## src/rtl/instruction_fetch.sv

```systemverilog
// -----------------------------------------------------------------------------
// instruction_fetch
//
// Front end of the MIPS pipeline. Owns the program counter, drives the
// synchronous instruction ROM and hands one instruction per cycle to decode.
// A one-entry hold buffer keeps the instruction steady while decode stalls.
// Branch redirects keep the delay slot, and a flush restarts fetch at the
// exception/eret target.
//
// Ports
//   clock              system clock, rising edge
//   reset              asynchronous, active-high reset
//   rom_address  [31:0] fetch address (always the PC register)
//   rom_enable         ROM sample enable (~reset & ~stall)
//   rom_data     [31:0] ROM read data, valid the cycle after an enabled edge
//   stall              decode cannot accept the current instruction
//   branch             decode resolved a taken branch/jump
//   branch_address[31:0] branch/jump target
//   flush              exception/eret redirect
//   flush_address[31:0] redirect target
//   instruction  [31:0] instruction presented to decode
//   instruction_pc[31:0] address of instruction
//   instruction_valid  instruction is real (0 = bubble)
// -----------------------------------------------------------------------------
module instruction_fetch #(
  parameter logic [31:0] RESET_ADDRESS = 32'h00000000
) (
  input  logic        clock,
  input  logic        reset,
  output logic [31:0] rom_address,
  output logic        rom_enable,
  input  logic [31:0] rom_data,
  input  logic        stall,
  input  logic        branch,
  input  logic [31:0] branch_address,
  input  logic        flush,
  input  logic [31:0] flush_address,
  output logic [31:0] instruction,
  output logic [31:0] instruction_pc,
  output logic        instruction_valid
);

  logic [31:0] pc_reg;
  logic        fetch_valid_reg;
  logic [31:0] fetch_pc_reg;
  logic        hold_valid_reg;
  logic [31:0] hold_instruction_reg;
  logic [31:0] hold_pc_reg;

  // Word alignment of redirect targets.
  localparam logic [31:0] WORD_MASK = ~32'h00000003;

  assign rom_address = pc_reg;
  // The ROM must not sample while stalled: pc is held and the instruction
  // already fetched lives in the hold buffer (or is still on rom_data).
  assign rom_enable  = ~reset & ~stall;

  // The hold buffer takes precedence; otherwise the ROM output is live.
  always_comb begin
    if (hold_valid_reg) begin
      instruction       = hold_instruction_reg;
      instruction_pc    = hold_pc_reg;
      instruction_valid = 1'b1;
    end else begin
      instruction       = rom_data;
      instruction_pc    = fetch_pc_reg;
      instruction_valid = fetch_valid_reg;
    end
  end

  always_ff @(posedge clock or posedge reset) begin
    if (reset) begin
      pc_reg               <= RESET_ADDRESS;
      fetch_valid_reg      <= 1'b0;
      fetch_pc_reg         <= 32'h0;
      hold_valid_reg       <= 1'b0;
      hold_instruction_reg <= 32'h0;
      hold_pc_reg          <= 32'h0;
    end else if (flush) begin
      // Flush beats stall and branch; the held instruction is discarded.
      pc_reg          <= flush_address & WORD_MASK;
      fetch_valid_reg <= 1'b0;
      hold_valid_reg  <= 1'b0;
    end else if (stall) begin
      // rom_data is only valid for one cycle, so capture it now if it is
      // the instruction decode is looking at. Branch is ignored here; decode
      // reasserts it on the cycle the stall clears.
      if (!hold_valid_reg && fetch_valid_reg) begin
        hold_valid_reg       <= 1'b1;
        hold_instruction_reg <= rom_data;
        hold_pc_reg          <= fetch_pc_reg;
      end
      fetch_valid_reg <= 1'b0;
    end else begin
      // The ROM samples pc on this edge. When a branch is seen, pc already
      // points at the delay slot, so the slot is fetched before the target.
      fetch_pc_reg    <= pc_reg;
      fetch_valid_reg <= 1'b1;
      hold_valid_reg  <= 1'b0;
      if (branch && instruction_valid) begin
        pc_reg <= branch_address & WORD_MASK;
      end else begin
        pc_reg <= pc_reg + 32'd4;
      end
    end
  end

endmodule

```

## config.mk

```make
export PLATFORM = sky130hd
export DESIGN_NAME = instruction_fetch
export DESIGN_NICKNAME = d
export VERILOG_FILES = /design/src/rtl/instruction_fetch.sv
export SDC_FILE = /design/constraint.sdc
export NUM_CORES = 1
export LEC_CHECK = 0
export ABC_AREA = 1
export CORE_ASPECT_RATIO = 1.1
export CORE_MARGIN = 8
export CORE_UTILIZATION = 44
export CTS_CLUSTER_DIAMETER = 200
export DETAILED_ROUTE_END_ITERATION = 8
export PLACE_DENSITY = 0.78
export SKIP_LAST_GASP = 1
export SLEW_MARGIN = 20
export SYNTH_ARGS = -nofsm -noshare
export SYNTH_HDL_FRONTEND = slang
export SYNTH_SLANG_ARGS = --single-unit
export TNS_END_PERCENT = 10
```

## constraint.sdc

```tcl
create_clock -name clock -period 3.3 [get_ports clock]
set_input_delay 0.33 -clock clock [delete_from_list [all_inputs] [get_ports clock]]
set_output_delay 0.33 -clock clock [all_outputs]
set_load 0.1 [all_outputs]
```

Word-level counts from Yosys, hierarchy flattened
Cells that the tools add are included.

word-level totals
  bits in registers = 130
  input bits = 101
  output and inout port bits = 98
  word-level logic and storage cells = 29

operators by class
  add/sub/neg operators = 1
  equal/unequal tests = 2
  muxes and demuxes = 11
  bitwise operators = 4
  reductions and logical operators = 5

operators by type and width
  cell                                                   count
  two-way mux 32 bit                                     5
  adder 32 x 3 -> 32 bit, second input constant          1
  two-way mux 1 bit                                      6
  inequality test 3 x 1 -> 1 bit, second input constant  1
  NOT 1 bit                                              3
  AND reduction 3 bit                                    1
  logical AND 1 bit                                      2
  inequality test 2 x 1 -> 1 bit, second input constant  1
  AND reduction 2 bit                                    1
  bitwise AND 1 bit                                      1
  zero test 1 bit                                        1

Longest topological paths before layout
Gate-level depths: netlist (run 1).

  word-level depth = 5
  mapped depth = 10
  depth with buffers taken out = 10

Least setup slack after synthesis (run 1)
No wires, ideal clock.

  kind = flip-flop to output port
  from = register hold_valid_reg
  to = output instruction_pc[23]
  arrival = 2.791 ns
  data required time = 2.970 ns
  slack = 0.179 ns
  stages on the path, launching flop included = 4
  buffers on the path = 2
  cells stage by stage = dfrtp_1 buf_4 clkbuf_1 o21ai_0

between the ends
  word-level cells in the longest chain between the ends = 1

RTL lines
  element                 line  text
  start, declared         46    logic hold_valid_reg;
  start signal, assigned  76    hold_valid_reg <= 1'b0;
  start signal, assigned  83    hold_valid_reg <= 1'b0;
  start signal, assigned  89    hold_valid_reg <= 1'b1;
  two-way mux 32 bit      60    if (hold_valid_reg) begin
  end, declared           39    output logic [31:0] instruction_pc,

Every way passes these cells.

Final worst setup path (run 1)
  from = register hold_valid_reg
  to = output instruction_pc[6]

Same word-level chain as after synthesis.

==> results.txt, run 1 <==
Status -> completed
Largest net degree at the start of global routing -> 92
Count of standard-cell rows -> 48
Die X -> 135 um
Die H -> 147 um
Layout Nets -> 1,233
First-pass GRT wire length -> 31.4 mm
Max IR drop VDD -> 0.337 mV
Worst min-delay path class -> in2async
Fin crit period -> 2630 ps
Fmax achieved -> 0.380 GHz
Final max-slew violation count -> 0
Vias in the first global route -> 6,251
Seq cells post-synth -> 124
# H-tree levels -> 4
Area delta synth->final -> 35.7%
Clk root buf -> clkbuf_16
Relative slew slack -> 0.316
TritonRoute pass-1 iters -> 5
Worst path arrival time -> 2300 ps
Layout cell share with drive strength beyond 1 -> 0.108
Mapped Avg Cell Area -> 7.11 sq um
Gpl congestion -> 0.961
Setup TNS -> 0 ps
Starting Density -> 0.444
Number of post-CTS setup repair buffers -> 0
Critical Path Source Type -> register
CP Class -> reg2out
CTS Sinks -> 124
Crit-path leading delay family -> buffers and inverters
Fin Clk Skew -> 12.1 ps
Crit-path max FO -> 68
Yosys warning total -> 0
Synth async-reset ratio -> 1.00
Total CTS buffers -> 17
Crit-path cells -> buf_4, nand2_1, o21ai_0, buf_4
HPWL after detailed placement -> 13.9 mm
Most used cell, CP -> buf_4
Leakage -> 0.00438 uW
GRT Overall Usage -> 0.194
Max incr delay on CP -> 750 ps
Cell Area, Synth -> 6850 sq um
Max-cap viol count -> 0
Fin crit share -> 0.797
CTS clk-pin slew, worst paths -> 60 ps
Slowest cell on crit path -> dfrtp_4
Remaining Overflow, GRT -> 0
RSZ-0062 raised after global routing -> false
Top_reg_cell synth -> dfrtp_1
Core Region -> 15,400 sq um
# resized after CTS -> 0
Worst slew pin tran -> 1020 ps
Vias -> 6,522
Design area -> 9290 sq um
# hold bufs at CTS -> 0
Antenna diodes -> 0
Reg2Reg Setup Slack -> 1040 ps
# DRC -> 0
# IOs -> 199
Final Hold Viols -> 0
Die ar. -> 19,800 sq um
Sequential area share after synthesis -> 0.453
DR iter-0 viols -> 434
Cells after synthesis -> 963
CP required -> 2970 ps
Clock tree buffer depth -> 2
Cell variety after synth -> 31
WP buf/inv -> 2
Top post-synthesis cells by area -> dfrtp_1, nand2_1, o21ai_0
Final setup fails -> 0
Antenna-violating nets left -> 0
Pwr dens -> 635 nW/um^2
Vias per cell -> 4.85
CTS tree -> done
Placed inst area -> 8660 sq um
Latest clock arrival within the worst-skew pair -> 410 ps
IO Port Bufs -> 190
Max reg flops -> 32
Share of the synthesized area in the top cell type -> 0.453
Routed wire length -> 19.2 mm
Number of flops mapped to enable cells by yosys -> 0
Initial antenna violation count -> 0
Area leader, netlist -> dfrtp_1
Critical Path End Type -> output pin
Routed WL per cell -> 14.3 um
==> metal layers <==
metal	wire, um	track usage	vias to the layer above
met1	8630	0.251	2915
met5	0	0	-
met2	8730	0.295	232
met4	440	0.0773	0
met3	1450	0.0601	30
li1	-	-	3345
==> cell usage in the layout, fill, tap and decap left out, types with 4 or more instances in the layout <==
master and n:
buf_4 69, bufinv_16 5, clkbuf_1 7, clkbuf_16 17, clkdlybuf4s50_1 125, conb_1 4
dfrtp_1 123, inv_1 130, nand2_1 313, nand2_2 5, nand3_1 45, nor2_1 46
nor2_2 6, nor2_4 4, o21ai_0 193, o21ai_1 12, o21bai_1 4
==> final timing paths <==
| check | from | endpoint | cells past startpoint |
|---|---|---|---|
| worst max register to register | hold_valid_reg | rom_address[3] | 6 |
| max in group asynchronous | reset | hold_valid_reg | 3 |
| min in group clock | hold_pc_reg[21] | hold_pc_reg[21] | 2 |
| worst min register to register | hold_pc_reg[21] | hold_pc_reg[21] | 2 |
| worst max-delay path | hold_valid_reg | instruction_pc[6] | 4 |
| worst min-delay path | reset | rom_address[5] | 2 |
==> through the flow <==
stage / worst slack (ps) / hold slack, ps / std cells / power, uW / util
detailed placement: 1000 / 473 / 1312 / 3930 / 0.561
global placement: 1030 / 466 / 1312 / 3900 / 0.561
global route: 460 / 292 / 1344 / 6170 / 0.602
finish: 668 / 267 / 1344 / 5900 / 0.602
floorplan: 179 / 453 / 966 / 3450 / -
CTS: 624 / 264 / 1344 / 5950 / 0.602
==> logic make-up (layout without fill, tap and decap cells) <==
family	after synthesis	after routing	synth area share
flip-flops	124	124	0.453
adder cells (fa/ha/maj)	1	1	0.00183
buffers and inverters	185	363	0.115
other	1	4	0.000548
XOR/XNOR	5	5	0.00640
AND/OR/NAND/NOR	429	429	0.260
AO/OA/AOI/OAI	218	218	0.164
==> worst register-to-register path, stage by stage (launching register included) <==
cell and delay [ps]:
dfrtp_4 680, inv_2 200, nand2_4 80, nand2_4 390, clkinv_1 420, o21ai_0 250, o211ai_1 110
==> cells in the mapped netlist (2+ instances only) <==
cell type,n
nand2_1,313
inv_1,131
nand3_2,2
nand2_2,5
buf_2,4
nor2_4,4
o221ai_1,3
nor2_1,46
nor2_2,6
o21ai_0,193
o211ai_1,3
nand3_1,45
a21oi_1,3
buf_6,8
buf_4,6
o21ai_1,12
nand2_4,2
xor2_1,2
clkbuf_1,32
xnor2_1,3
o21bai_1,4
or2_2,3
dfrtp_1,124
nand4_1,2
==> area by class of cell <==
| class | count | area, sq um |
|---|---|---|
| fillers | 1402 | 6140 |
| flip-flops and latches | 124 | 3110 |
| multi-input cells | 657 | 2970 |
| repair buffers | 197 | 1830 |
| inverters | 134 | 509 |
| clock buffers | 25 | 465 |
| well taps | 200 | 250 |
| clock inverters | 7 | 163 |
==> report_power, final <==
part	switching [uW]	internal, uW
sequential	186	1780
combinational	1450	474
clock	641	1360
No activity file was read; power rests on OpenSTA's default activity.
==> run 2: changes to the inputs <==
--- a/config.mk
+++ b/config.mk
@@ -8,10 +8,10 @@
 export ABC_AREA = 1
 export CORE_ASPECT_RATIO = 1.1
 export CORE_MARGIN = 8
-export CORE_UTILIZATION = 44
+export CORE_UTILIZATION = 48
 export CTS_CLUSTER_DIAMETER = 200
 export DETAILED_ROUTE_END_ITERATION = 8
-export PLACE_DENSITY = 0.78
+export PLACE_DENSITY = 0.81
 export SKIP_LAST_GASP = 1
 export SLEW_MARGIN = 20
 export SYNTH_ARGS = -nofsm -noshare
==> constraint.sdc (replaced) <==
create_clock -name clock -period 2.61 [get_ports clock]
set_input_delay 0.261 -clock clock [delete_from_list [all_inputs] [get_ports clock]]
set_output_delay 0.261 -clock clock [all_outputs]
set_load 0.1 [all_outputs]
==> run 2 against run 1 <==
Net effect:
- core utilization grew 12 points
- cell count shrank 0.74%
- first-iteration DRC count grew 11%
- critical path depth shrank 1
- combinational power grew 45%
- via count grew 3.1%
- routed wire length grew 4.2%
- sequential share of layout area shrank 2.5 points
- highest routed layer unchanged
- sequential cell count is the same
- clock power grew 22%
- clock-buffer cell count shrank 3
- global-route usage grew 3.0 points
==> results.txt, run 2 (synthesis results as in run 1) <==
GRT Overall Usage -> 0.224
Pwr dens -> 771 nW/um^2
Commonest non-fill, non-tap cell in the layout -> nand2_1
Total CTS buffers -> 17
Gpl congestion -> 0.912
First-pass GRT wire length -> 32.8 mm
Worst path arrival time -> 1810 ps
Starting Density -> 0.494
Largest net degree at the start of global routing -> 125
Max reg flops -> 32
# IOs -> 199
Net Sw Frac -> 0.382
Clock Power Share -> 0.317
Routed wire length -> 20.1 mm
Worst slew pin tran -> 596 ps
Layout Nets -> 1,237
Vias -> 6,724
Fin crit period -> 2070 ps
# H-tree levels -> 4
CTS Sinks -> 124
IO Port Bufs -> 190
Count of standard-cell rows -> 45
Max IR drop VDD -> 0.453 mV
Initial antenna violation count -> 0
RSZ-0062 raised after global routing -> false
Vias per cell -> 5.04
Antenna-violating nets left -> 0
CP required -> 2350 ps
CTS clk-pin slew, worst paths -> 60 ps
Worst min-delay path class -> in2async
Die ar. -> 18,300 sq um
Final max-slew violation count -> 0
P_int -> 4780 uW
Crit-path leading delay family -> flip-flops
Remaining Overflow, GRT -> 0
Number of post-CTS setup repair buffers -> 0
Latest clock arrival within the worst-skew pair -> 410 ps
Clk root buf -> clkbuf_16
TritonRoute pass-1 iters -> 7
Net switching power -> 2960 uW
Max incr delay on CP -> 490 ps
Layout cell share with drive strength beyond 1 -> 0.140
Routed WL per cell -> 15.0 um
Filler instances -> 1,098
Commonest non-fill, non-tap cells in the layout -> nand2_1, o21ai_0, inv_1
Combinational fraction of design power -> 0.361
# DRC -> 0
# resized after CTS -> 0
Critical Path End Type -> output pin
Final Hold Viols -> 0
Setup TNS -> 0 ps
# hold bufs at CTS -> 0
Critical Path Source Type -> register
Final setup fails -> 0
WP buf/inv -> 2
CTS tree -> done
Crit-path cells -> buf_12, o21ai_0, buf_12
Clock tree buffer depth -> 2
Vias in the first global route -> 6,644
Fin Clk Skew -> 6.90 ps
Fmax achieved -> 0.483 GHz
Core Region -> 13,900 sq um
HPWL after detailed placement -> 14.7 mm
CP Class -> reg2out
Max-cap viol count -> 0
Status -> completed
Crit-path max FO -> 124
Most used cell, CP -> buf_12
DR iter-0 viols -> 481
Slowest cell on crit path -> dfrtp_4
Fin crit share -> 0.793
Die H -> 141 um
Antenna diodes -> 0
Relative slew slack -> 0.602
Area delta synth->final -> 46.7%
Final Util -> 0.725
Die X -> 130 um
Leakage -> 0.00472 uW
Reg power frac -> 0.322
## run 2: changes by cell type in the layout (fill, tap and decap cells not counted)
cell             before  now
clkbuf_8              1    3
bufinv_16             5    4
clkinvlp_4            2    1
clkinv_2              1    4
buf_12                3   69
buf_4                69   36
clkdlybuf4s50_1     125   96
clkbuf_1              7    2
## run 2: stage by stage
step           hold WS (ps)  area (sq um)  std cells  setup slack (ps)  total power [uW]
2_1_floorplan           388          6860        966              -442              4360
3_3_place_gp            465          9430       1304               487              5260
5_1_grt                 328         10000       1334               440              8070
6_report                299         10000       1334               541              7750
4_1_cts                 299         10000       1334               525              7790
3_5_place_dp            474          9430       1304               408              5320
## run 2: layout make-up
class / instances / area [sq um] / area share
flip-flops and latches: 124 / 3110 / 0.309
well taps: 188 / 235 / 0.0234
repair buffers: 201 / 2610 / 0.260
multi-input cells: 657 / 2970 / 0.296
inverters: 134 / 509 / 0.0507
clock buffers: 22 / 474 / 0.0472
clock inverters: 8 / 140 / 0.0139
## run 2: worst register-to-register path: stages (launching register included)
cell and delay, ps:
dfrtp_1 510, ha_1 280, nand3_2 160, nor2_1 390, xor2_1 120, o21bai_1 190
nand3_1 100
## run 2: metal layers
| metal | vias up | wire length, um | global-route usage |
|---|---|---|---|
| li1 | 3359 | - | - |
| met1 | 3056 | 8360 | 0.271 |
| met2 | 270 | 9680 | 0.374 |
| met4 | 0 | 498 | 0.0851 |
| met3 | 39 | 1520 | 0.0555 |
| met5 | - | 0 | 0 |
## run 2: final timing paths
path,startpoint,end,slack [ps],cells past startpoint
min in group clock,flush_address[3],rom_address[3],430,3
min reg2reg,hold_pc_reg[19],hold_pc_reg[19],480,2
min,reset,rom_address[3],300,2
max in group asynchronous,reset,hold_valid_reg,1670,3
max,hold_valid_reg,instruction[13],540,3
max reg2reg,rom_address[2],rom_address[8],740,6
## run 2: power groups by stage
stage,clock [uW],combinational [uW],sequential (uW)
after global routing,2570,2960,2540
after global placement,0,2750,2500
after detailed placement,0,2810,2520
after floorplan,0,1530,2830
after CTS,2480,2820,2490
final,2450,2800,2500
